$ cat config.mk
export PLATFORM = sky130hd
export DESIGN_NAME = level_decode_gen
export DESIGN_NICKNAME = d
export VERILOG_FILES = /design/src/rtl/cavlc_pkg.sv /design/src/rtl/level_prefix_finder.sv /design/src/rtl/level_decode_gen.sv
export SDC_FILE = /design/constraint.sdc
export NUM_CORES = 1
export LEC_CHECK = 0
export ABC_AREA = 1
export ABC_CLOCK_PERIOD_IN_PS = 11000
export CORE_UTILIZATION = 45
export CTS_CLUSTER_DIAMETER = 120
export DETAILED_ROUTE_END_ITERATION = 6
export PLACE_DENSITY_LB_ADDON = 0.1
export SLEW_MARGIN = 20
export SYNTH_ARGS = -nofsm -noshare
export SYNTH_HDL_FRONTEND = slang
export SYNTH_HIERARCHICAL = 1
export SYNTH_SLANG_ARGS = --single-unit
$ cat constraint.sdc
create_clock -name Clk -period 11 [get_ports Clk]
set_clock_uncertainty 0.1 [all_clocks]
set_input_delay 3.3 -clock Clk [delete_from_list [all_inputs] [get_ports Clk]]
set_output_delay 3.3 -clock Clk [all_outputs]
set_load 0.05 [all_outputs]
$ cat src/rtl/cavlc_pkg.sv
`default_nettype none
// ============================================================================
// Package  : cavlc_pkg
// Purpose  : Shared FSM state type and CAVLC level-coding constants.
// Revision : 1.0 - initial release
// ============================================================================
package cavlc_pkg;

    typedef enum logic [1:0] {
        ST_IDLE   = 2'd0,
        ST_T1SIGN = 2'd1,
        ST_LEVEL  = 2'd2,
        ST_DRAIN  = 2'd3
    } state_t;

    localparam int ESC_PREFIX_14  = 14;
    localparam int ESC_PREFIX_15  = 15;
    localparam int ESC_SUFFIX_W   = 12;
    localparam int MAX_SUFFIX_LEN = 6;

endpackage
`default_nettype wire

$ cat src/rtl/level_prefix_finder.sv
`default_nettype none
// ============================================================================
// Module   : level_prefix_finder
// Purpose  : Leading-zero count over the top 16 window bits, with found flag.
// Revision : 1.0 - initial release
// ============================================================================
module level_prefix_finder (
    input  logic [15:0] win_top,
    output logic [3:0]  prefix,
    output logic        found
);

    always_comb begin
        prefix = 4'd0;
        found  = 1'b0;
        for (int i = 0; i < 16; i++) begin
            if (!found && win_top[15-i]) begin
                prefix = 4'(i);
                found  = 1'b1;
            end
        end
    end

endmodule
`default_nettype wire

$ cat src/rtl/level_decode_gen.sv
`default_nettype none
// ============================================================================
// Module   : level_decode_gen
// Purpose  : CAVLC level decoder: trailing-one signs, then prefix/suffix levels.
// Revision : 1.0 - initial release
// ============================================================================
module level_decode_gen
    import cavlc_pkg::*;
#(
    parameter int MAX_COEFF = 16,
    parameter int LEVEL_W   = 16,
    parameter int WIN_W     = 32
) (
    input  logic               Clk,
    input  logic               Reset,
    input  logic               Start,
    input  logic [4:0]         TotalCoeff,
    input  logic [1:0]         TrailingOnes,
    input  logic [WIN_W-1:0]   Bitstream,
    input  logic               BitsValid,
    output logic [4:0]         NumShift,
    output logic               ShiftEn,
    output logic [LEVEL_W-1:0] LevelOut,
    output logic [4:0]         LevelIdx,
    output logic               LevelValid,
    input  logic               LevelReady,
    output logic               Busy,
    output logic               Done,
    output logic               Error
);

    state_t             state_q, state_d;
    logic [4:0]         tc_q, tc_d;
    logic [1:0]         t1_q, t1_d;
    logic [4:0]         cnt_q, cnt_d;
    logic [2:0]         sl_q, sl_d;
    logic               first_q, first_d;
    logic [LEVEL_W-1:0] level_q, level_d;
    logic [4:0]         idx_q, idx_d;
    logic               valid_q, valid_d;
    logic               error_q, error_d;

    logic [3:0]         prefix;
    logic               found;
    logic               go;
    logic               bad_code;
    logic               fire;
    logic               done;
    logic [4:0]         suffix_size;
    logic [7:0]         sh_amt;
    logic [11:0]        suffix_mask;
    logic [11:0]        suffix;
    logic [15:0]        level_code;
    logic [15:0]        level_mag;
    logic [LEVEL_W-1:0] mag_ext;
    logic [LEVEL_W-1:0] level_val;
    logic [LEVEL_W-1:0] sign_val;
    logic [2:0]         sl_base;
    logic [15:0]        sl_thresh;
    logic [2:0]         sl_next;
    logic [4:0]         num_shift_lvl;
    logic [4:0]         cnt_inc;

    level_prefix_finder u_prefix (
        .win_top (Bitstream[WIN_W-1 -: 16]),
        .prefix  (prefix),
        .found   (found)
    );

    // A codeword with no terminating 1 is never consumed, so it does not count as a fire.
    assign go       = ((state_q == ST_T1SIGN) || (state_q == ST_LEVEL)) && BitsValid
                      && (!valid_q || LevelReady);
    assign bad_code = go && (state_q == ST_LEVEL) && !found;
    assign fire     = go && !bad_code;
    assign cnt_inc  = cnt_q + 5'd1;

    always_comb begin
        if (prefix == 4'(ESC_PREFIX_15)) begin
            suffix_size = 5'(ESC_SUFFIX_W);
        end else if ((sl_q == 3'd0) && (prefix == 4'(ESC_PREFIX_14))) begin
            suffix_size = 5'd4;
        end else begin
            suffix_size = {2'b00, sl_q};
        end
    end

    // Suffix sits right after the terminating 1; shift it down to bit 0 and mask.
    assign sh_amt      = 8'(WIN_W - 1) - {4'b0000, prefix} - {3'b000, suffix_size};
    assign suffix_mask = (12'd1 << suffix_size) - 12'd1;
    assign suffix      = 12'(Bitstream >> sh_amt) & suffix_mask;

    assign level_code = (16'(prefix) << sl_q) + 16'(suffix)
                      + (((sl_q == 3'd0) && (prefix == 4'(ESC_PREFIX_15))) ? 16'd15 : 16'd0)
                      + ((first_q && (t1_q != 2'd3)) ? 16'd2 : 16'd0);

    assign level_mag     = level_code[0] ? ((level_code + 16'd1) >> 1) : ((level_code + 16'd2) >> 1);
    assign mag_ext       = LEVEL_W'(level_mag);
    assign level_val     = level_code[0] ? (~mag_ext + LEVEL_W'(1)) : mag_ext;
    assign sign_val      = Bitstream[WIN_W-1] ? {LEVEL_W{1'b1}} : LEVEL_W'(1);
    assign num_shift_lvl = {1'b0, prefix} + 5'd1 + suffix_size;

    assign sl_base   = (sl_q == 3'd0) ? 3'd1 : sl_q;
    assign sl_thresh = 16'd3 << (sl_base - 3'd1);
    assign sl_next   = ((level_mag > sl_thresh) && (sl_base < 3'(MAX_SUFFIX_LEN))) ?
                       (sl_base + 3'd1) : sl_base;

    assign done = (state_q == ST_DRAIN) && (!valid_q || LevelReady);

    always_comb begin
        state_d = state_q;
        tc_d    = tc_q;
        t1_d    = t1_q;
        cnt_d   = cnt_q;
        sl_d    = sl_q;
        first_d = first_q;
        level_d = level_q;
        idx_d   = idx_q;
        valid_d = valid_q && !LevelReady;
        error_d = error_q;

        case (state_q)
            ST_IDLE: begin
                if (Start) begin
                    tc_d    = TotalCoeff;
                    t1_d    = TrailingOnes;
                    cnt_d   = 5'd0;
                    idx_d   = 5'd0;
                    first_d = 1'b1;
                    error_d = 1'b0;
                    sl_d    = ((TotalCoeff > 5'd10) && (TrailingOnes != 2'd3)) ? 3'd1 : 3'd0;
                    if ((TotalCoeff > 5'(MAX_COEFF)) || ({3'b000, TrailingOnes} > TotalCoeff)) begin
                        error_d = 1'b1;
                    end else if (TotalCoeff == 5'd0) begin
                        state_d = ST_DRAIN;
                    end else if (TrailingOnes == 2'd0) begin
                        state_d = ST_LEVEL;
                    end else begin
                        state_d = ST_T1SIGN;
                    end
                end
            end
            ST_T1SIGN: begin
                if (fire) begin
                    level_d = sign_val;
                    idx_d   = cnt_q;
                    valid_d = 1'b1;
                    cnt_d   = cnt_inc;
                    if (cnt_inc == {3'b000, t1_q}) begin
                        state_d = (cnt_inc == tc_q) ? ST_DRAIN : ST_LEVEL;
                    end
                end
            end
            ST_LEVEL: begin
                if (bad_code) begin
                    error_d = 1'b1;
                    valid_d = 1'b0;
                    state_d = ST_IDLE;
                end else if (fire) begin
                    level_d = level_val;
                    idx_d   = cnt_q;
                    valid_d = 1'b1;
                    cnt_d   = cnt_inc;
                    sl_d    = sl_next;
                    first_d = 1'b0;
                    if (cnt_inc == tc_q) begin
                        state_d = ST_DRAIN;
                    end
                end
            end
            ST_DRAIN: begin
                if (done) begin
                    state_d = ST_IDLE;
                end
            end
            default: begin
                state_d = ST_IDLE;
            end
        endcase
    end

    always_ff @(posedge Clk) begin
        if (Reset) begin
            state_q <= ST_IDLE;
            tc_q    <= 5'd0;
            t1_q    <= 2'd0;
            cnt_q   <= 5'd0;
            sl_q    <= 3'd0;
            first_q <= 1'b0;
            level_q <= '0;
            idx_q   <= 5'd0;
            valid_q <= 1'b0;
            error_q <= 1'b0;
        end else begin
            state_q <= state_d;
            tc_q    <= tc_d;
            t1_q    <= t1_d;
            cnt_q   <= cnt_d;
            sl_q    <= sl_d;
            first_q <= first_d;
            level_q <= level_d;
            idx_q   <= idx_d;
            valid_q <= valid_d;
            error_q <= error_d;
        end
    end

    assign ShiftEn    = fire;
    assign NumShift   = fire ? ((state_q == ST_T1SIGN) ? 5'd1 : num_shift_lvl) : 5'd0;
    assign LevelOut   = level_q;
    assign LevelIdx   = idx_q;
    assign LevelValid = valid_q;
    assign Busy       = (state_q != ST_IDLE);
    assign Done       = done;
    assign Error      = error_q;

endmodule
`default_nettype wire

== Word-level counts from Yosys, hierarchy flattened ==
Cells that the tools add are included.
Operators by class
  bitwise operators: 2
  div/mod/pow operators: 0
  add/subtract/negate cells: 14
  equality and inequality tests: 19
  mux-type cells: 81
  multiply operators: 0
  shift operators: 4
  reductions and logical operators: 63
  magnitude comparators: 5
Operator list (number)
  $mux 16: 5
  $mux 5: 8
  $mux 4: 9
  $add 16x1->16 const B: 2
  $pmux 16 s2: 1
  $shr 32x8->12: 1
  $mux 3: 10
  $pmux 5 s3: 2
  $logic_and 1x1->1: 27
  $mux 1: 27
  $mux 2: 13
  $logic_not 1->1: 19
  $ne 2x2->1 const B: 9
  $add 16x12->16: 1
  $add 16x2->16: 1
  $add 16x2->16 const B: 1
  $add 16x4->16: 1
  $gt 15x16->1: 1
  $not 15->16: 1
  $shl 2x3->16 const A: 1
  $shl 4x3->16: 1
  $mux 15: 1
  $and 12x12->12: 1
  $shl 1x5->12 const A: 1
  33 further kinds: 44
Word-level totals
  bits in read-only memories: 0
  bits in writable memories: 0
  flip-flop bits (word level): 41
  logic and storage cells: 198
  memories kept: 0
  latch bits: 0

== Longest topological paths before layout ==
Gate-level depths: netlist (run 1).
  word-level depth: 64
  mapped depth: 51
  mapped depth without buffers: 50

== By module ==
The synthesis (run 1) kept the hierarchy.
Modules (own cells, without submodules)
  level_decode_gen: cells an instance 969, area each 5841.9 um^2, sequential area each 820.8 um^2, instances 1
  level_prefix_finder: cells an instance 52, area each 307.8 um^2, sequential area each 0.0 um^2, instances 1

== Least setup slack after synthesis (run 1) ==
Ideal clock, no wire load.
  path kind: in2reg
  start: input Bitstream[28]
  end: register sl_q[0]
  stages on the path: 44
  arrival: 10.150 ns
  buffers on the path: 2
  setup slack: 0.681 ns
  library setup time: 0.070 ns
  data required time: 10.830 ns
  cell sequence: nor2_2 -> nand3_2 -> nor2_4 -> nand4_4 -> nor2_4 -> nand4_4 -> nor2_4 -> o21ai_2 -> nand2_1 -> inv_1 -> nor3_1 -> nor2_1 -> ha_1 -> fa_1 -> clkbuf_1 -> clkinv_1 -> clkbuf_1 -> nand2_1 -> [... 8 more ...] -> ha_1 -> nand3_1 -> nor2_4 -> nand2_2 -> nor2_2 -> inv_1 -> nand2_2 -> inv_2 -> ha_1 -> nand4_1 -> o221ai_1 -> a21oi_1 -> or2_2 -> nand3_2 -> nand2_1 -> nand2_1 -> nand3_1 -> a21oi_1
On the way
  cells in the longest elaborated chain, start to end: 56
  elaborated cells on any way between the ends: 84
RTL lines
  start: declaration: line level_decode_gen.sv:19  | input logic [WIN_W-1:0] Bitstream,
  $logic_and 1x1->1 (*): line level_prefix_finder.sv:17  | if (!found && win_top[15-i]) begin
  $mux 1: line level_prefix_finder.sv:17
  $logic_not 1->1: line level_prefix_finder.sv:17
  $logic_and 1x1->1: line level_prefix_finder.sv:17
  $mux 1: line level_prefix_finder.sv:17
  $logic_not 1->1: line level_prefix_finder.sv:17
  $logic_and 1x1->1: line level_prefix_finder.sv:17
  $mux 1: line level_prefix_finder.sv:17
  [... 30 more ...]
  via prefix[1]: line level_decode_gen.sv:43  | logic [3:0] prefix;
  [... 10 more ...]
  $add 16x2->16 / $add 16x1->16 (equally long branches): line level_decode_gen.sv:96  | assign level_mag = level_code[0] ? ((level_code + 16'd1) >> 1) : ((level_code + 16'd2) >> 1);
  $mux 15 (*): line level_decode_gen.sv:96
  $gt 15x16->1 (*): line level_decode_gen.sv:104  | assign sl_next = ((level_mag > sl_thresh) && (sl_base < 3'(MAX_SUFFIX_LEN))) ?
  $logic_and 1x1->1 (*): line level_decode_gen.sv:104
  $mux 3 (*): line level_decode_gen.sv:104
  $mux 3 (*): line level_decode_gen.sv:158  | end else if (fire) begin
  $mux 3 (*): line level_decode_gen.sv:154  | if (bad_code) begin
  $pmux 3 s2 (*): line level_decode_gen.sv:121  | case (state_q)
  end signal: assignment: line level_decode_gen.sv:198  | sl_q <= sl_d;
  end: declaration: line level_decode_gen.sv:36  | logic [2:0] sl_q, sl_d;
Mark *: on every way through the listed nets, which the timed path passes. The rest lies on a longest branch. The select of a mux whose other input is x is not followed.
A chain may end at the register's enable or synchronous reset.

== Worst setup path after layout (run 1) ==
  start: input Bitstream[29]
  end: register sl_q[0]
On the way
  cells in the longest elaborated chain, start to end: 59
  elaborated cells on any way between the ends: 88
RTL lines (line)
  $logic_and 1x1->1 (*): level_prefix_finder.sv:17
  $mux 1 (*): level_prefix_finder.sv:17
  $logic_not 1->1: level_prefix_finder.sv:17
  $logic_and 1x1->1: level_prefix_finder.sv:17
  $mux 1 (*): level_prefix_finder.sv:17
  $logic_not 1->1: level_prefix_finder.sv:17
  $logic_and 1x1->1: level_prefix_finder.sv:17
  $mux 1: level_prefix_finder.sv:17
  [... 33 more ...]
  via prefix[2]: level_decode_gen.sv:43
  [... 10 more ...]
  $add 16x2->16 / $add 16x1->16 (equally long branches): level_decode_gen.sv:96
  $mux 15 (*): level_decode_gen.sv:96
  $gt 15x16->1 (*): level_decode_gen.sv:104
  $logic_and 1x1->1 (*): level_decode_gen.sv:104
  $mux 3 (*): level_decode_gen.sv:104
  $mux 3 (*): level_decode_gen.sv:158
  $mux 3 (*): level_decode_gen.sv:154
  $pmux 3 s2 (*): level_decode_gen.sv:121
Marked as above.

==> summary.txt, run 1 <==
Detailed routing
  – DR vias: around 6.8k
  – Wire length per cell: approximately 14 um
  – # DRC: 0
  – Via density: between 5 and 6
  – DRT iter0 DRCs: between 400 and 500
  – First-pass DRT Iterations: 5
  – Antenna Violating Nets Remaining: 0
  – DRT Wirelength: 17680 um

Layout
  – Fin util: 0.5664
  – Synthesis-to-layout area growth: 22.46%
  – Commonest non-fill, non-tap cell in the layout: nand2_1
  – Diode count: 0
  – Filler cells: 1379
  – Commonest non-fill, non-tap cells in the layout: nand2_1, inv_1, o21ai_0
  – Share of post-route cells with drive strength above 1: 0.1232
  – Non-Filler Instances: roughly 1.3k
  – Fin nets: approximately 1.2k

Floorplanning
  – # IOs: 75
  – DIE WIDTH: 118.9 um
  – Height of the die: 118.9 um
  – Full die area: around 14000 um^2
  – CORE AREA: between 10000 and 15000 um^2
  – FP Rows: 42
  – Initial Util: 0.4625

Flow run
  – # Max-Cap Violations: 0

Place
  – PortBufs: 74
  – Post-detail-place hpwl: between 10000 and 15000 um
  – DP Cell Count: 1260
  – Gpl congestion: around 0.90

Global route
  – GRT Total Usage: 0.2536
  – Total congestion overflow: 0
  – First-pass GRT wire length: between 20000 and 30000 um
  – Initial antenna violation count: 0
  – Vias in the first global route: between 6k and 7k
  – Pin count of the biggest net entering global routing: 38

Critical path
  – Startpoint Class: input port
  – WS Path Type: input port to flop
  – FF-to-FF Start: sl_q[0]
  – CP arrival: approximately 11 ns
  – Internal reg-to-reg setup slack: around 4.5 ns
  – FF-to-FF path depth: 35
  – Slowest CP cell: fa_2
  – Crit-path max FO: 24
  – Worst Setup End Kind: flop
  – Critical Path RT: between 10 and 15 ns
  – Critical Path Most Common Cell: nand2_1
  – CP max stage delay: between 0.5 and 0.6 ns
  – R2r endpoint: sl_q[0]

Logic synthesis
  – Gate Count Post-Synth: a little over 1k
  – Post-synth EDFFs: 0
  – Synth Register Bits: between 40 and 50
  – Register area share after synthesis: 0.1335
  – Synthesis Warnings: 6
  – Post-synth top flop: dfxtp_1
  – Netlist cell types: 56
  – Post-Syn Area: 6150 um^2
  – Area contributors post-synth: nand2_1, dfxtp_1, ha_1
  – Synth top area share: 0.1410
  – Syn nets: 1121
  – Syn_area_per_cell: 6.023 um^2
  – Asr flop ratio synth: 0
  – Synth area leader: nand2_1

Power and ir drop
  – Pint: around 600 uW
  – Part of the power in registers: 0.166
  – Clock group share of total power: 0.136
  – Comb pwr share: 0.697
  – Leak: roughly 0.0033 uW
  – Max rail drop VDD: around 0.074 mV
  – Switch share: 0.5116
  – Pwr/cell area: roughly 170 nW/um^2
  – Switching power: 640.2 uW

Min path
  – Hold/Removal Path Class: flop to flop
  – Hold Path Origin: LevelIdx[2]
  – Worst Hold End: LevelIdx[2]
  – WHS Path Cells: 2

Clocking
  – Number of H-tree levels: 2
  – Clk sink count: between 40 and 50
  – CTS Buf Count: 5
  – Clock latency on the worst-skew pair: about 0.28 ns
  – Clock slew at reported path FFs: ~0.06 ns
  – CTS tree: done
  – # hold bufs at CTS: 0
  – CTS max path bufs: 2
  – Root Driver: clkbuf_16

STA
  – Final Hold Viols: 0
  – Slew margin rel.: 0.4369
  – Worst-Margin Slew: between 0.8 and 0.9 ns
  – Fin crit share: 0.9530
  – Fmax: roughly 95 MHz
  – Final slew viol count: 0
  – Final Critical Period: between 10 and 15 ns
  – Final setup fails: 0

Run status
  – Status: complete, no violations
power groups by stage:
stage               combinational (uW)  sequential, uW  clock (uW)
floorplan                          561             258           0
detailed placement                 834             211           0
finish                             872             208         171
CTS                                838             208         173
global route                       974             213         178
global placement                   833             211           0
cells in the mapped netlist (5+ instances only):
cell and n:
nor2_4 7, ha_1 49, clkinv_1 5, nor3_1 11, inv_1 130, nand3_1 58
xor2_1 9, a31oi_1 12, xnor2_1 8, dfxtp_1 41, clkbuf_1 33, inv_2 9
nor2_1 85, nand2_2 16, nand2_1 231, mux2i_1 12, nand4_1 20, nor2_2 7
fa_1 7, nand3_2 12, o21ai_0 112, a211oi_1 11, a21oi_1 74
critical path: cells and delay by family:
family	cells	cell delay (ns)
and+or+nand+nor	23	2.76
adders and majority gates	6	2.14
AOI/OAI and AO/OA	8	1.02
buffers and inverters	6	0.97
xor gates and xnor gates	1	0.22
muxes	1	0.20
how the worst max path moves through the flow:
stage	depth (start not counted)	slack, ns	start	end
2_1_floorplan	44	0.68	Bitstream[28]	sl_q[0]
3_3_place_gp	45	0.03	Bitstream[28]	sl_q[0]
3_5_place_dp	45	-0.08	Bitstream[28]	sl_q[0]
4_1_cts	45	0.19	Bitstream[28]	sl_q[0]
5_1_grt	45	-0.04	Bitstream[29]	sl_q[0]
6_report	45	0.52	Bitstream[29]	sl_q[0]
through the flow:
stage	total power, uW	TNS (ns)	setup slack [ns]	instance area, um^2	hold slack (ns)
global placement	1044	0	0.03201	7206	0.3525
floorplan	818.9	0	0.6806	6150	0.3651
CTS	1219	0	0.1906	7378	0.3737
finish	1251	0	0.5175	7531	0.3713
global route	1366	-0.04379	-0.04379	7531	0.3867
detailed placement	1045	-0.1147	-0.08447	7206	0.3618
state kept, by name, summed over array words and instances (netlist names):
signal and cells:
cnt_q 5, tc_q 5, sl_q 3, t1_q 2, state_q 2, LevelOut 16, Error 1, LevelIdx 5
LevelValid 1, first_q 1
layer usage:
layer  vias up  track usage  wire length, um
li1       3542            -                -
met1      3042       0.3412             8422
met2       168       0.4382             8353
met3        23      0.01341              601
met4         0      0.06962              302
met5         -            0                0
area by class of cell:
type                       instances  area, um^2  area share
clock buffer                       7       142.6     0.01894
clock inverter                     1       30.03    0.003987
inverter                         144       546.8     0.07260
multi-input combinational        800        4762      0.6323
sequential                        41       820.8      0.1090
tap                              176       220.2     0.02924
timing repair buffer             101       996.0      0.1322
timing repair inverter             2       12.51    0.001661
logic make-up after synthesis:
group           after synthesis  share of synthesized area
mux                          12                    0.01953
buf+inv                     180                     0.1103
compound gates              242                     0.2191
simple gates                470                     0.3611
fa+ha+maj                    56                     0.1225
flops                        41                     0.1335
xor+xnor                     20                    0.03398
what timing repair did:
item	in CTS	in global routing
setup endpoints to repair	0	7
resized for setup	0	44
buffers inserted	0	2
(Power assumes the default switching activity.)
==> run 2, diff against run 1 <==
- CORE_UTILIZATION: 45 -> 58
==> run 2 against run 1 <==
Register-to-register slack worse by 0.16 ns; routed wire length is 2.1% lower; combinational power up 2.5%; global-route usage grew 5.8 points; final cell count down 2.0%; worst hold slack got worse by 0.0048 ns; power decreased by 4.4%; via count up 4.7%; critical path type unchanged.
==> summary.txt, run 2 (synthesized netlist as in run 1, its figures left out) <==
Floorplanning
  – Height of the die: 105.0 um (-12%)
  – Full die area: 11020 um^2 (-22%)
  – CORE AREA: 10320 um^2 (-22%)
  – # IOs: 75 (unchanged)
  – DIE WIDTH: 105.0 um (-12%)
  – FP Rows: 37 (-12%)
  – Initial Util: 0.5957 (+0.1331)

Critical path
  – WS Path Type: input port to flop
  – Startpoint Class: input port
  – Worst Setup End Kind: flop
  – Critical Path RT: 11.12 ns (about the same)
  – CP arrival: 10.70 ns (+0.10 ns)
  – Slowest CP cell: fa_2
  – Crit-path max FO: 7 (-71%)
  – CP max stage delay: 0.65 ns (+0.07 ns)

Global route
  – Initial antenna violation count: 0 (unchanged)
  – Pin count of the biggest net entering global routing: 33 (-13%)
  – Total congestion overflow: 0 (unchanged)
  – Vias in the first global route: 6317 (+0.48%)
  – First-pass GRT wire length: 28620 um (-3.9%)
  – GRT Total Usage: 0.3115 (+0.05795)

Layout
  – Fin util: 0.7284 (+0.1620)
  – Fin nets: 1210 (+1.3%)
  – Share of post-route cells with drive strength above 1: 0.1395 (+0.01634)
  – Max reg flops: 16 (unchanged)
  – Synthesis-to-layout area growth: 22.28%
  – Commonest non-fill, non-tap cell in the layout: nand2_1
  – Non-Filler Instances: 1247 (-2.0%)
  – Diode count: 0 (unchanged)
  – Commonest non-fill, non-tap cells in the layout: nand2_1, inv_1, o21ai_0

STA
  – Slew margin rel.: 0.4854 (+0.04850)
  – Worst-Margin Slew: 0.7691 ns (-0.07248 ns)
  – Final Hold Viols: 0 (unchanged)
  – Fmax: 94.57 MHz (-0.87%)
  – Final setup fails: 0 (unchanged)
  – Fin crit share: 0.9613 (+0.008344)
  – Final slew viol count: 0 (unchanged)
  – Final Critical Period: 10.57 ns (+0.09178 ns)

Detailed routing
  – DRT Wirelength: 17310 um (-2.1%)
  – Via density: 5.688 (+6.8%)
  – DR WL met3: 1106 um (+84%)
  – # DRC: 0 (unchanged)
  – DRT iter0 DRCs: 585 (+21%)
  – Met2 wire len: 7960 um (-4.7%)
  – First-pass DRT Iterations: 5 (unchanged)
  – DR top layer: met4
  – Antenna Violating Nets Remaining: 0 (unchanged)
  – DR vias: 7093 (+4.7%)
  – M1 WL: 7761 um (-7.8%)
  – Wire length per cell: 13.88 um (-0.12%)

Clocking
  – CTS tree: done
  – Clk sink count: 41 (unchanged)
  – Clock slew at reported path FFs: 0.07 ns (about the same)
  – CTS Buf Count: 5 (unchanged)
  – Root Driver: clkbuf_8
  – # hold bufs at CTS: 0 (unchanged)
  – CTS max path bufs: 2 (unchanged)
  – Clock latency on the worst-skew pair: 0.29 ns (about the same)
  – Number of H-tree levels: 2 (unchanged)

Power and ir drop
  – Max rail drop VDD: 0.1395 mV (+89%)
  – Pwr/cell area: 159.0 nW/um^2 (-4.3%)
  – Leak: 0.003418 uW (+2.2%)

Run status
  – Status: complete, no violations

Min path
  – Hold/Removal Path Class: flop to flop

Place
  – Post-detail-place hpwl: 13770 um (-3.9%)
  – PortBufs: 74 (unchanged)
  – DP Cell Count: 1222 (-3.0%)
  – Gpl congestion: 0.9493 (+5.0%)

Flow run
  – # Max-Cap Violations: 0 (unchanged)
run 2: changes by cell type in the layout (fill, tap and decap cells not counted), sizes merged:
| cell | change |
|---|---|
| clkdlybuf4s50 | -2 |
| dlymetal6s2s | +2 |
| buf | +15 |
| clkbuf | +1 |
| clkinv | +2 |
| clkinvlp | -1 |
| inv | -1 |
| bufinv | -1 |
run 2: per-stage QoR:
step	setup slack (ns)	TNS (ns)	total power (uW)	hold WS, ns	instance area, um^2
2_1_floorplan	0.6806	0	818.9	0.3651	6150
3_3_place_gp	0.06394	0	1022	0.3538	7121
3_5_place_dp	-0.03751	-0.06174	1031	0.3577	7121
4_1_cts	0.2323	0	1126	0.3690	7203
5_1_grt	-0.06544	-0.08812	1303	0.3879	7520
6_report	0.4257	0	1196	0.3664	7520
run 2: critical path, delay by kind of cell:
kind	cells	cell delay (ns)
AND/OR/NAND/NOR	28	3.23
adder cells (fa/ha/maj)	5	2.02
AO/OA/AOI/OAI	6	1.08
buffers and inverters	6	1.04
run 2: repair_timing:
action,4_1_cts,5_1_grt
setup buffers,0,14
setup endpoints to repair,0,8
resized for setup,0,57
run 2: where the power goes:
part	switching, uW	internal, uW	total, uW
Clock	50.7	44.0	94.7
Sequential	27.5	180	208
Combinational	565	329	894
run 2: path summary, 6_finish.rpt:
kind,from,to,slack [ns],cells after the start
setup / recovery,Bitstream[31],sl_q[0],0.43,45
hold / removal,LevelIdx[2],LevelIdx[2],0.37,2
setup reg to reg,sl_q[0],sl_q[0],4.34,34
hold reg to reg,LevelIdx[2],LevelIdx[2],0.37,2
run 2: layout make-up:
type,count,area (um^2)
flip-flops and latches,41,820.8
multi-input cells,800,4773
clock inverters,2,10.01
clock buffers,6,72.57
fillers,918,2804
well taps,136,170.2
inverters,144,549.3
repair buffers,118,1124
run 2: metal layers:
| metal | vias up | track usage |
|---|---|---|
| met1 | 3166 | 0.4135 |
| li1 | 3593 | - |
| met2 | 282 | 0.5227 |
| met4 | 0 | 0.1087 |
| met5 | - | 0 |
| met3 | 52 | 0.03306 |
==> run 3, diff against run 2 <==
- CORE_UTILIZATION: 58 -> 45
- PLACE_DENSITY: unset -> 0.67
- PLACE_DENSITY_LB_ADDON: 0.1 -> unset
==> run 3 against run 2 <==
Sequential power barely moved; count of clock-buffer cells in the layout grew 1; routed wire length is 2.1% higher.
==> summary.txt, run 3 (synthesized netlist as in run 1, its figures left out) <==
Global route
  – Initial antenna violation count: 0 (unchanged)
  – First-pass GRT wire length: 29590 um (+3.4%)
  – Pin count of the biggest net entering global routing: 34 (+3.0%)
  – Total congestion overflow: 0 (unchanged)
  – Vias in the first global route: 6222 (-1.5%)
  – GRT Total Usage: 0.2526 (-0.05895)

Detailed routing
  – Wire length per cell: 13.87 um (about the same)
  – DRT iter0 DRCs: 435 (-26%)
  – First-pass DRT Iterations: 5 (unchanged)
  – DR vias: 6845 (-3.5%)
  – Antenna Violating Nets Remaining: 0 (unchanged)
  – Via density: 5.373 (-5.5%)
  – # DRC: 0 (unchanged)
  – DRT Wirelength: 17670 um (+2.1%)

Floorplanning
  – DIE WIDTH: 118.9 um (+13%)
  – FP Rows: 42 (+14%)
  – CORE AREA: 13300 um^2 (+29%)
  – Full die area: 14140 um^2 (+28%)
  – Height of the die: 118.9 um (+13%)
  – # IOs: 75 (unchanged)
  – Initial Util: 0.4625 (-0.1331)

STA
  – Slew margin rel.: 0.4103 (-0.07512)
  – Fmax: 95.41 MHz (+0.89%)
  – Final Critical Period: 10.48 ns (-0.09290 ns)
  – Setup TNS: 0 ns (unchanged)
  – Final slew viol count: 0 (unchanged)
  – RSZ-0062 raised after global routing: no
  – Final setup fails: 0 (unchanged)
  – Final Hold Viols: 0 (unchanged)
  – Fin crit share: 0.9529 (-0.008445)
  – Worst-Margin Slew: 0.8813 ns (+0.1123 ns)

Min path
  – WHS Path Cells: 2 (unchanged)
  – Worst Hold End: LevelIdx[4]
  – Hold Path Origin: LevelIdx[4]
  – Hold/Removal Path Class: flop to flop

Layout
  – Max reg flops: 16 (unchanged)
  – Share of post-route cells with drive strength above 1: 0.1239 (-0.01565)
  – Synthesis-to-layout area growth: 22.10%
  – Commonest non-fill, non-tap cells in the layout: nand2_1, inv_1, o21ai_0
  – Fin nets: 1198 (-0.99%)
  – Filler cells: 1337 (+46%)
  – Design Area, Final: 7508 um^2 (-0.15%)
  – Diode count: 0 (unchanged)
  – Commonest non-fill, non-tap cell in the layout: nand2_1

Critical path
  – Worst Setup End Kind: flop
  – Internal reg-to-reg setup slack: 4.43 ns (+0.09 ns)
  – R2r endpoint: sl_q[0]
  – CP arrival: 10.60 ns (-0.10 ns)
  – Startpoint Class: input port
  – WS Path Type: input port to flop
  – Critical Path RT: 11.12 ns (about the same)
  – FF-to-FF Start: sl_q[0]
  – Slowest CP cell: fa_2
  – CP max stage delay: 0.62 ns (-0.03 ns)
  – Crit-path max FO: 24 (+17)
  – Crit path from: Bitstream[31]
  – FF-to-FF path depth: 34 (unchanged)

Clocking
  – CTS Buf Count: 5 (unchanged)
  – CTS max path bufs: 2 (unchanged)
  – Clock latency on the worst-skew pair: 0.28 ns (about the same)
  – # hold bufs at CTS: 0 (unchanged)
  – Clock slew at reported path FFs: 0.06 ns (about the same)
  – Clk sink count: 41 (unchanged)
  – Root Driver: clkbuf_16
  – Number of H-tree levels: 2 (unchanged)
  – CTS tree: done

Place
  – Gpl congestion: 0.9642 (+1.6%)
  – Placed cell area: 7243 um^2 (+1.7%)
  – Post-detail-place hpwl: 14430 um (+4.8%)
  – PortBufs: 74 (unchanged)

Power and ir drop
  – Comb pwr share: 0.710 (-0.037)
  – Part of the power in registers: 0.172 (-0.002)
  – Leak: 0.003364 uW (-1.6%)
  – Switching power: 635.2 uW (-1.2%)
  – Switch share: 0.5214 (-0.01621)
  – Pint: 583.0 uW (+5.4%)
  – Pwr/cell area: 162.2 nW/um^2 (+2.0%)
  – Clock group share of total power: 0.119 (+0.040)
  – Max rail drop VDD: 0.08551 mV (-39%)

Flow run
  – # Max-Cap Violations: 0 (unchanged)

Run status
  – Status: complete, no violations
## run 3: per-stage QoR
| step | total power, uW | setup slack (ns) | util | hold WS [ns] | std cells |
|---|---|---|---|---|---|
| 4_1_cts | 1192 | 0.3116 | 0.5555 | 0.3705 | 1272 |
| 3_5_place_dp | 1045 | 0.04461 | 0.5448 | 0.3622 | 1265 |
| 2_1_floorplan | 818.9 | 0.6806 | - | 0.3651 | 1021 |
| 5_1_grt | 1333 | 0.002082 | 0.5647 | 0.3896 | 1274 |
| 3_3_place_gp | 1043 | 0.09906 | 0.5448 | 0.3546 | 1265 |
| 6_report | 1218 | 0.5186 | 0.5647 | 0.3711 | 1274 |
## run 3: final cells by class
| type | count | area [um^2] | share of cell area |
|---|---|---|---|
| Timing Repair Buffer | 105 | 1016 | 0.1353 |
| Inverter | 144 | 544.3 | 0.07249 |
| Tap cell | 176 | 220.2 | 0.02933 |
| Timing Repair inverter | 1 | 7.507 | 0.0009998 |
| Sequential cell | 41 | 820.8 | 0.1093 |
| Multi-Input combinational cell | 800 | 4757 | 0.6336 |
| Clock buffer | 7 | 142.6 | 0.01900 |
## run 3: power groups by stage
stage / Combinational [uW] / Clock [uW] / Sequential, uW
5_1_grt: 967 / 152 / 214
3_5_place_dp: 833 / 0 / 211
3_3_place_gp: 831 / 0 / 211
6_report: 864 / 145 / 209
4_1_cts: 836 / 147 / 209
2_1_floorplan: 561 / 0 / 258
## run 3: worst max path at each step
stage / cells after the start / end / slack [ns]
6_report: 43 / sl_q[0] / 0.52
5_1_grt: 46 / sl_q[0] / 0.002
4_1_cts: 43 / sl_q[0] / 0.31
3_5_place_dp: 43 / sl_q[0] / 0.04
3_3_place_gp: 46 / sl_q[0] / 0.1
2_1_floorplan: 44 / sl_q[0] / 0.68
## run 3: timing repair
| item | 4_1_cts | 5_1_grt |
|---|---|---|
| endpoints found under the hold margin | 0 | 0 |
| setup buffers | 0 | 1 |
| gates resized for setup | 0 | 40 |
| setup endpoints to repair | 0 | 3 |
## run 3: critical path, delay by kind of cell
kind,cells,cell delay [ns]
muxes,1,0.14
and+or+nand+nor,23,2.67
adders and majority gates,6,2.25
xor gates and xnor gates,1,0.18
AOI/OAI and AO/OA,6,1.08
buffers and inverters,6,0.95
## run 3: per-layer routing
| layer | GRT usage | vias up | routed length (um) |
|---|---|---|---|
| met5 | 0 | - | 0 |
| met4 | 0.07911 | 0 | 361 |
| met3 | 0.01868 | 29 | 625 |
| met2 | 0.4269 | 160 | 8215 |
| met1 | 0.3406 | 3105 | 8469 |
| li1 | - | 3551 | - |
